File: src/rtl/press_conditioner.sv
// Push-button conditioner: polarity normalisation, two-flop synchroniser and a
// press/release debounce FSM producing a one-cycle press pulse and a held level.
module press_conditioner #(
  parameter int DEBOUNCE_CYCLES = 4,
  parameter bit KEY_ACTIVE_LOW  = 1'b1
) (
  input  logic clk,
  input  logic reset,
  input  logic key_in,
  output logic press,
  output logic held
);

  localparam int CNT_W = (DEBOUNCE_CYCLES < 1) ? 1 : $clog2(DEBOUNCE_CYCLES + 1);
  localparam logic [CNT_W-1:0] CNT_MAX = CNT_W'(DEBOUNCE_CYCLES);
  localparam logic [CNT_W-1:0] CNT_ONE = CNT_W'(1);

  typedef enum logic [1:0] {
    IDLE         = 2'd0,
    PRESS_WAIT   = 2'd1,
    HELD         = 2'd2,
    RELEASE_WAIT = 2'd3
  } state_e;

  state_e           state_q, state_d;
  logic [CNT_W-1:0] cnt_q, cnt_d;
  logic             s1_q, s2_q;
  logic             press_q, press_d;
  logic             held_q, held_d;
  logic             k;

  // k = 1 means pushed, whatever the board polarity
  assign k = key_in ^ KEY_ACTIVE_LOW;

  always_ff @(posedge clk or posedge reset) begin
    if (reset) begin
      s1_q    <= 1'b0;
      s2_q    <= 1'b0;
      state_q <= IDLE;
      cnt_q   <= '0;
      press_q <= 1'b0;
      held_q  <= 1'b0;
    end else begin
      s1_q    <= k;
      s2_q    <= s1_q;
      state_q <= state_d;
      cnt_q   <= cnt_d;
      press_q <= press_d;
      held_q  <= held_d;
    end
  end

  always_comb begin
    state_d = state_q;
    cnt_d   = cnt_q;
    press_d = 1'b0;
    unique case (state_q)
      IDLE: begin
        if (s2_q) begin
          state_d = PRESS_WAIT;
          cnt_d   = CNT_ONE;
        end else begin
          cnt_d   = '0;
        end
      end
      PRESS_WAIT: begin
        if (!s2_q) begin
          state_d = IDLE;
          cnt_d   = '0;
        end else if (cnt_q == CNT_MAX) begin
          state_d = HELD;
          press_d = 1'b1;
          cnt_d   = '0;
        end else begin
          cnt_d   = cnt_q + CNT_ONE;
        end
      end
      HELD: begin
        if (!s2_q) begin
          state_d = RELEASE_WAIT;
          cnt_d   = CNT_ONE;
        end
      end
      RELEASE_WAIT: begin
        // A re-push inside the window returns to HELD without a new pulse
        if (s2_q) begin
          state_d = HELD;
          cnt_d   = '0;
        end else if (cnt_q == CNT_MAX) begin
          state_d = IDLE;
          cnt_d   = '0;
        end else begin
          cnt_d   = cnt_q + CNT_ONE;
        end
      end
      default: begin
        state_d = IDLE;
        cnt_d   = '0;
      end
    endcase
    held_d = (state_d == HELD) || (state_d == RELEASE_WAIT);
  end

  assign press = press_q;
  assign held  = held_q;

endmodule

File: config.mk
export PLATFORM = sky130hd
export DESIGN_NAME = press_conditioner
export DESIGN_NICKNAME = d
export VERILOG_FILES = /design/src/rtl/press_conditioner.sv
export SDC_FILE = /design/constraint.sdc
export NUM_CORES = 1
export LEC_CHECK = 0
export ABC_AREA = 0
export ABC_CLOCK_PERIOD_IN_PS = 1900
export BUFFER_PORTS_ARGS = -buffer_cell sky130_fd_sc_hd__buf_2
export CAP_MARGIN = 20
export CORE_AREA = 2 2 39 41
export DETAILED_ROUTE_END_ITERATION = 12
export DIE_AREA = 0 0 41 43
export PLACE_DENSITY = 0.44
export REMOVE_ABC_BUFFERS = 1
export SLEW_MARGIN = 20
export SYNTH_ARGS = -nofsm -noshare
export SYNTH_HDL_FRONTEND = slang
export SYNTH_SLANG_ARGS = --single-unit
File: constraint.sdc
create_clock -name clk -period 1.9 [get_ports clk]
set_input_delay 0.285 -clock clk [delete_from_list [all_inputs] [get_ports clk]]
set_output_delay 0.285 -clock clk [all_outputs]
set_load 0.05 [all_outputs]
==> results of run 1 <==
## kinds of logic after synthesis
family                   count (synthesis)
XOR/XNOR                                 1
buffers and inverters                    4
AND/OR/NAND/NOR                         10
flip-flops                               8
multiplexers                             2
adder cells (fa/ha/maj)                  2
AO/OA/AOI/OAI                            3
## area by class of cell
| class | count | area, µm² |
|---|---|---|
| clock buffer | 3 | 22.5 |
| fill | 153 | 963 |
| multi-input combinational | 18 | 133 |
| inverter | 4 | 15.0 |
| timing repair buffer | 5 | 30.0 |
| sequential | 8 | 200 |
| tap | 16 | 20.0 |
## routing by layer
| metal | routed length (µm) | track usage | vias up | part of all wire |
|---|---|---|---|---|
| li1 | - | - | 117 | - |
| met2 | 316 | 0.134 | 4 | 0.53 |
| met3 | 25 | 0.0471 | 2 | 0.042 |
| met5 | 0 | 0 | - | 0 |
| met1 | 249 | 0.117 | 106 | 0.42 |
| met4 | 8 | 0.100 | 0 | 0.013 |
## state kept, by name (all words and copies together) (netlist names)
signal / flops
s2_q: 1
s1_q: 1
cnt_q: 3
held: 1
state_q: 1
press: 1
## worst max-delay path, cell delays in order (launching register included)
cell     delay [ns]
dfrtp_1        0.39
inv_1          0.08
ha_1           0.19
nor2_1         0.06
mux2_4         0.25
a32o_1         0.25
## repair_timing
action | CTS | global route
setup buffers | 0 | 0
hold endpoints to repair | 8 | 0
hold buffers | 1 | 0
## power groups by stage
| stage | Clock, mW | Sequential (mW) | Combinational (mW) |
|---|---|---|---|
| 2_1_floorplan | 0 | 0.227 | 0.0547 |
| 3_3_place_gp | 0 | 0.217 | 0.0827 |
| 3_5_place_dp | 0 | 0.219 | 0.0862 |
| 4_1_cts | 0.134 | 0.216 | 0.0885 |
| 5_1_grt | 0.147 | 0.219 | 0.100 |
| 6_report | 0.127 | 0.216 | 0.0875 |
## worst max path at each step
| stage | start | to | slack (ns) | cells past startpoint |
|---|---|---|---|---|
| 2_1_floorplan | cnt_q[0] | cnt_q[2] | 0.64 | 5 |
| 3_3_place_gp | cnt_q[0] | cnt_q[2] | 0.60 | 5 |
| 3_5_place_dp | cnt_q[0] | cnt_q[2] | 0.56 | 5 |
| 4_1_cts | cnt_q[0] | cnt_q[2] | 0.55 | 5 |
| 5_1_grt | cnt_q[0] | cnt_q[2] | 0.48 | 5 |
| 6_report | cnt_q[0] | cnt_q[2] | 0.56 | 5 |
## Yosys cell counts (all sizes together)
cell type / count / area (µm²)
a211oi: 1 / 7.51
a32o: 2 / 20.0
and2: 1 / 6.26
dfrtp: 8 / 200
ha: 2 / 25.0
inv: 4 / 15.0
mux2: 2 / 26.3
nand2: 3 / 11.3
nand3: 1 / 5.00
nor2: 4 / 15.0
nor3b: 1 / 7.51
xor2: 1 / 8.76
## stage by stage
step	instances	setup slack, ns
finish	54	0.557
floorplan	30	0.637
CTS	54	0.551
global route	54	0.484
detailed placement	50	0.560
global placement	50	0.596
==> out/results.ini, run 1 <==
[clock_network]
clock_latency_ns=0.25
cts.repair.resized=0
cts_tree=done
cts_buffer_depth=2
clkSlewWorstSetupHoldPaths_ns=0.05
cts_inserted_buffers=3
htree_num_levels=1
cts_sinks=8
root_buffer=clkbuf_4

[synthesis]
synth_adder_area_share=0.0719
synth.mux.area_fraction=0.0755
yosysSeqAreaShare=0.576
syn-cell-area_um2=348
synth.avg_cell_area_um2=11.6
synth-xor-area-share=0.0252
synth_cells=30
ys_types=13
yosysWarnings=0
yosys.area_share.simple=0.129
synth-seq-cells=8
synth_compound_area_frac=0.0791
synth_top_family_by_area=simple AND/OR/NAND/NOR gates

[run_status]
status=finished, final reports clean

[pwr]
p_sw_frac=0.296
clockPowerShare=0.294
total_power_uw=430
power_per_cell_area_mw_per_mm2=1020
pwr-share-seq=0.502
p_sw_uw=127
leakage_nw=0.211
irDropWorstVdd_mv=0.384
comb_power_share=0.204
p_int_uw=302

[setup_path]
worstSetupPathType=reg2reg
r2r-start=cnt_q[0]
r2r_slack_ns=0.56
critPathMaxFanout=3
worstSetupEndpointType=register
crit_required_ns=2.04
reg2reg_to=cnt_q[2]
cp-start-kind=register
crit_arrival_ns=1.48
reg2reg_depth=5

[final_layout]
final_common_cell=dfrtp_1
fin_util=0.304
num_antenna_cells=0
final_cell_mix=dfrtp_1, nor2_1, inv_1, buf_2
final_cell_area_um2=420
nets=45
drive_gt1_frac=0.237
area.growth.synth_to_final_pct=20.9

[timing]
period_needed_ns=1.34
timing.final.max_slew_violations=0
fin_tns_setup_ns=0
rsz0062_at_grt=false
timing.fmax_mhz=744
period_share=0.707
finalSetupViolCount=0
skew_ns=0.00212
worst_slew_pin_slew_ns=0.304
finalHoldViolations=0
whs_ns=0.171
relSlewSlack=0.797

[global_route]
grt_max_degree=9
grt.total_usage=0.104
antenna_found_initial=0
grt_pass1_vias=250
grt_remaining_overflow=0
grt_pass1_wl_um=1090

[floorplanning]
start_util=0.251
fp.dieH_um=43
std_cell_rows=14
die_x_um=41
die-area_mm2=0.00176
core_area_mm2=0.00138
io_pins=5

[min_path]
min_from=key_in
hold_end=s1_q
min_path_type=in2reg
holdPathStages=2

[placed_design]
gp_congestion=0.681
dp_hpwl_um=455
place_area_um2=388
io_buffers=4

[route]
via_per_inst=4.24
dr.pass1.iters=2
totalWireLength_um=600
via_count=229
route.detailed.drc=0
wire_per_inst_um=11.1
drtIter0Drc=2
antenna_left=0

[run]
cap_viol_max_count=0

Power figures use the tool's default switching activity.
==> run 2, diff against run 1 <==
- ABC_CLOCK_PERIOD_IN_PS: 1900 -> 1310
- clock period: 1.9 -> 1.31 ns (I/O delays scaled with it)
==> run 2 against run 1 <==
  * Final area rose by 15%
  * Cell count rose by 13%
  * Critical path depth did not move
  * Sequential power rose by 46%
  * Clock power rose by 53%
  * Via count rose by 15%
  * Non-clock buffer count rose by 7
  * Fmax rose by 3.7%
  * Routed wire length rose by 23%
  * Power rose by 67%
  * Die area did not move
  * Clock skew rose by 0.0021 ns
  * Critical endpoint unchanged
==> out/results.ini, run 2 (synthesis results as in run 1) <==
[min_path]
hold_end=s1_q
min_from=key_in
holdPathStages=2  ; unchanged
min_path_type=in2reg

[pwr]
comb_power_share=0.290  ; +0.086
total_power_uw=717  ; +67%
pwr-share-seq=0.439  ; -0.063
irDropWorstVdd_mv=0.634  ; +65%
power_per_cell_area_mw_per_mm2=1480  ; +45%
p_sw_frac=0.305  ; +0.00820
p_int_uw=498  ; +65%
clockPowerShare=0.270  ; -0.024
leakage_nw=0.243  ; +15%
p_sw_uw=218  ; +71%

[global_route]
grt.total_usage=0.115  ; +0.0113
grt_use_met1=0.100  ; -0.0163
grt_pass1_vias=298  ; +19%
gr-usage-met2=0.184  ; +0.0500
grt.busiest_layer=met2
antenna_found_initial=0  ; unchanged
grt_remaining_overflow=0  ; unchanged
grtUsageMet3=0.0314  ; -0.0157
grt_max_degree=9  ; unchanged
grt_pass1_wl_um=1200  ; +10%

[timing]
relSlewSlack=0.797  ; about the same
period_share=0.989  ; +0.282
fin_tns_setup_ns=0  ; unchanged
period_needed_ns=1.30  ; -0.0478 ns
finalSetupViolCount=0  ; unchanged
skew_ns=0.00426  ; +0.00214 ns
rsz0062_at_grt=true
timing.final.max_slew_violations=0  ; unchanged
worst_slew_pin_slew_ns=0.304  ; +0.000284 ns
finalHoldViolations=0  ; unchanged
timing.fmax_mhz=772  ; +3.7%

[clock_network]
cts_inserted_buffers=3  ; unchanged
clock_latency_ns=0.26  ; about the same
clkSlewWorstSetupHoldPaths_ns=0.06  ; about the same
htree_num_levels=1  ; unchanged
root_buffer=clkbuf_4
cts_sinks=8  ; unchanged
cts_buffer_depth=2  ; unchanged
cts_tree=done

[placed_design]
io_buffers=4  ; unchanged
gp_congestion=0.680  ; -0.15%
dp_hpwl_um=501  ; +10%

[floorplanning]
die_x_um=41  ; unchanged
start_util=0.251  ; unchanged
io_pins=5  ; unchanged
core_area_mm2=0.00138  ; unchanged
std_cell_rows=14  ; unchanged
die-area_mm2=0.00176  ; unchanged
fp.dieH_um=43  ; unchanged

[route]
wire_per_inst_um=12.0  ; +8.4%
via_count=263  ; +15%
drtIter0Drc=0  ; -2
route.detailed.drc=0  ; unchanged
totalWireLength_um=735  ; +23%
via_per_inst=4.31  ; +1.7%
dr.pass1.iters=1  ; -1
antenna_left=0  ; unchanged

[setup_path]
reg2reg_depth=5  ; unchanged
crit_arrival_ns=1.44  ; -0.04 ns
reg2reg_to=cnt_q[2]
r2r_slack_ns=0.01  ; -0.54 ns
cp-start-kind=register
critPathMaxFanout=3  ; unchanged
r2r-start=cnt_q[0]
worstSetupPathType=reg2reg
worstSetupEndpointType=register
crit_required_ns=1.45  ; -0.59 ns

[final_layout]
fill_cells=144  ; -5.9%
drive_gt1_frac=0.444  ; +0.208
largest_reg_flops=3  ; unchanged
registers.top_by_ff_count=cnt_q
num_antenna_cells=0  ; unchanged
area.growth.synth_to_final_pct=38.8
final_common_cell=dfrtp_1
final_cell_mix=dfrtp_1, buf_4, nor2_1, buf_2
nets=52  ; +16%

[run]
cap_viol_max_count=0  ; unchanged

[run_status]
status=finished, final reports clean

-- run 2: cell count changes in the layout (fill, tap and decap cells not counted), sizes merged --
cell,change
buf,+7
-- run 2: through the flow --
| step | utilization | hold WS (ns) | cell area, µm² | setup WS (ns) | instances |
|---|---|---|---|---|---|
| global route | 0.349 | 0.0639 | 483 | -0.0360 | 61 |
| CTS | 0.338 | 0.0635 | 468 | 0.00911 | 60 |
| finish | 0.349 | 0.0712 | 483 | 0.0145 | 61 |
| global placement | 0.286 | 0.145 | 395 | 0.00313 | 51 |
| detailed placement | 0.286 | 0.163 | 395 | -0.0297 | 51 |
| floorplan | - | 0.0122 | 348 | 0.0469 | 30 |
-- run 2: power groups by stage --
stage / Clock (mW) / Sequential, mW / Combinational [mW]
2_1_floorplan: 0 / 0.329 / 0.0794
4_1_cts: 0.205 / 0.314 / 0.186
3_3_place_gp: 0 / 0.314 / 0.124
3_5_place_dp: 0 / 0.318 / 0.129
6_report: 0.194 / 0.315 / 0.208
5_1_grt: 0.219 / 0.322 / 0.228
-- run 2: layer usage --
layer | part of all wire | up-vias
met5 | 0 | -
met4 | 0.039 | 0
met1 | 0.38 | 125
met3 | 0.015 | 3
li1 | - | 130
met2 | 0.57 | 5
-- run 2: what timing repair did --
item,4_1_cts,5_1_grt
hold endpoints to repair,8,0
pin swaps,2,1
hold buffers,1,0
gates resized for setup,1,3
endpoints found under the setup margin,1,2
setup buffers,5,1
gates cloned,0,0
-- run 2: layout make-up --
| class | instances | area, µm² | share of cell area |
|---|---|---|---|
| Multi-Input combinational cell | 18 | 143 | 0.295 |
| Sequential cell | 8 | 200 | 0.415 |
| Clock buffer | 3 | 22.5 | 0.0466 |
| Inverter | 4 | 15.0 | 0.0311 |
| Timing Repair Buffer | 12 | 82.6 | 0.171 |
| Tap cell | 16 | 20.0 | 0.0415 |
-- run 2: critical path: stages (launching register included) --
cell and delay [ns]:
dfrtp_1 0.41, inv_2 0.07, ha_2 0.19, nor2_1 0.05
mux2_4 0.25, a32o_1 0.21
-- run 2: how the worst max path moves through the flow --
stage / slack [ns] / cells after the start / startpoint / to
floorplan: 0.05 / 5 / cnt_q[0] / cnt_q[2]
global placement: 0.003 / 5 / cnt_q[0] / cnt_q[2]
detailed placement: -0.03 / 5 / cnt_q[0] / cnt_q[2]
CTS: 0.009 / 5 / cnt_q[0] / cnt_q[2]
global route: -0.04 / 5 / cnt_q[1] / cnt_q[2]
finish: 0.01 / 5 / cnt_q[0] / cnt_q[2]
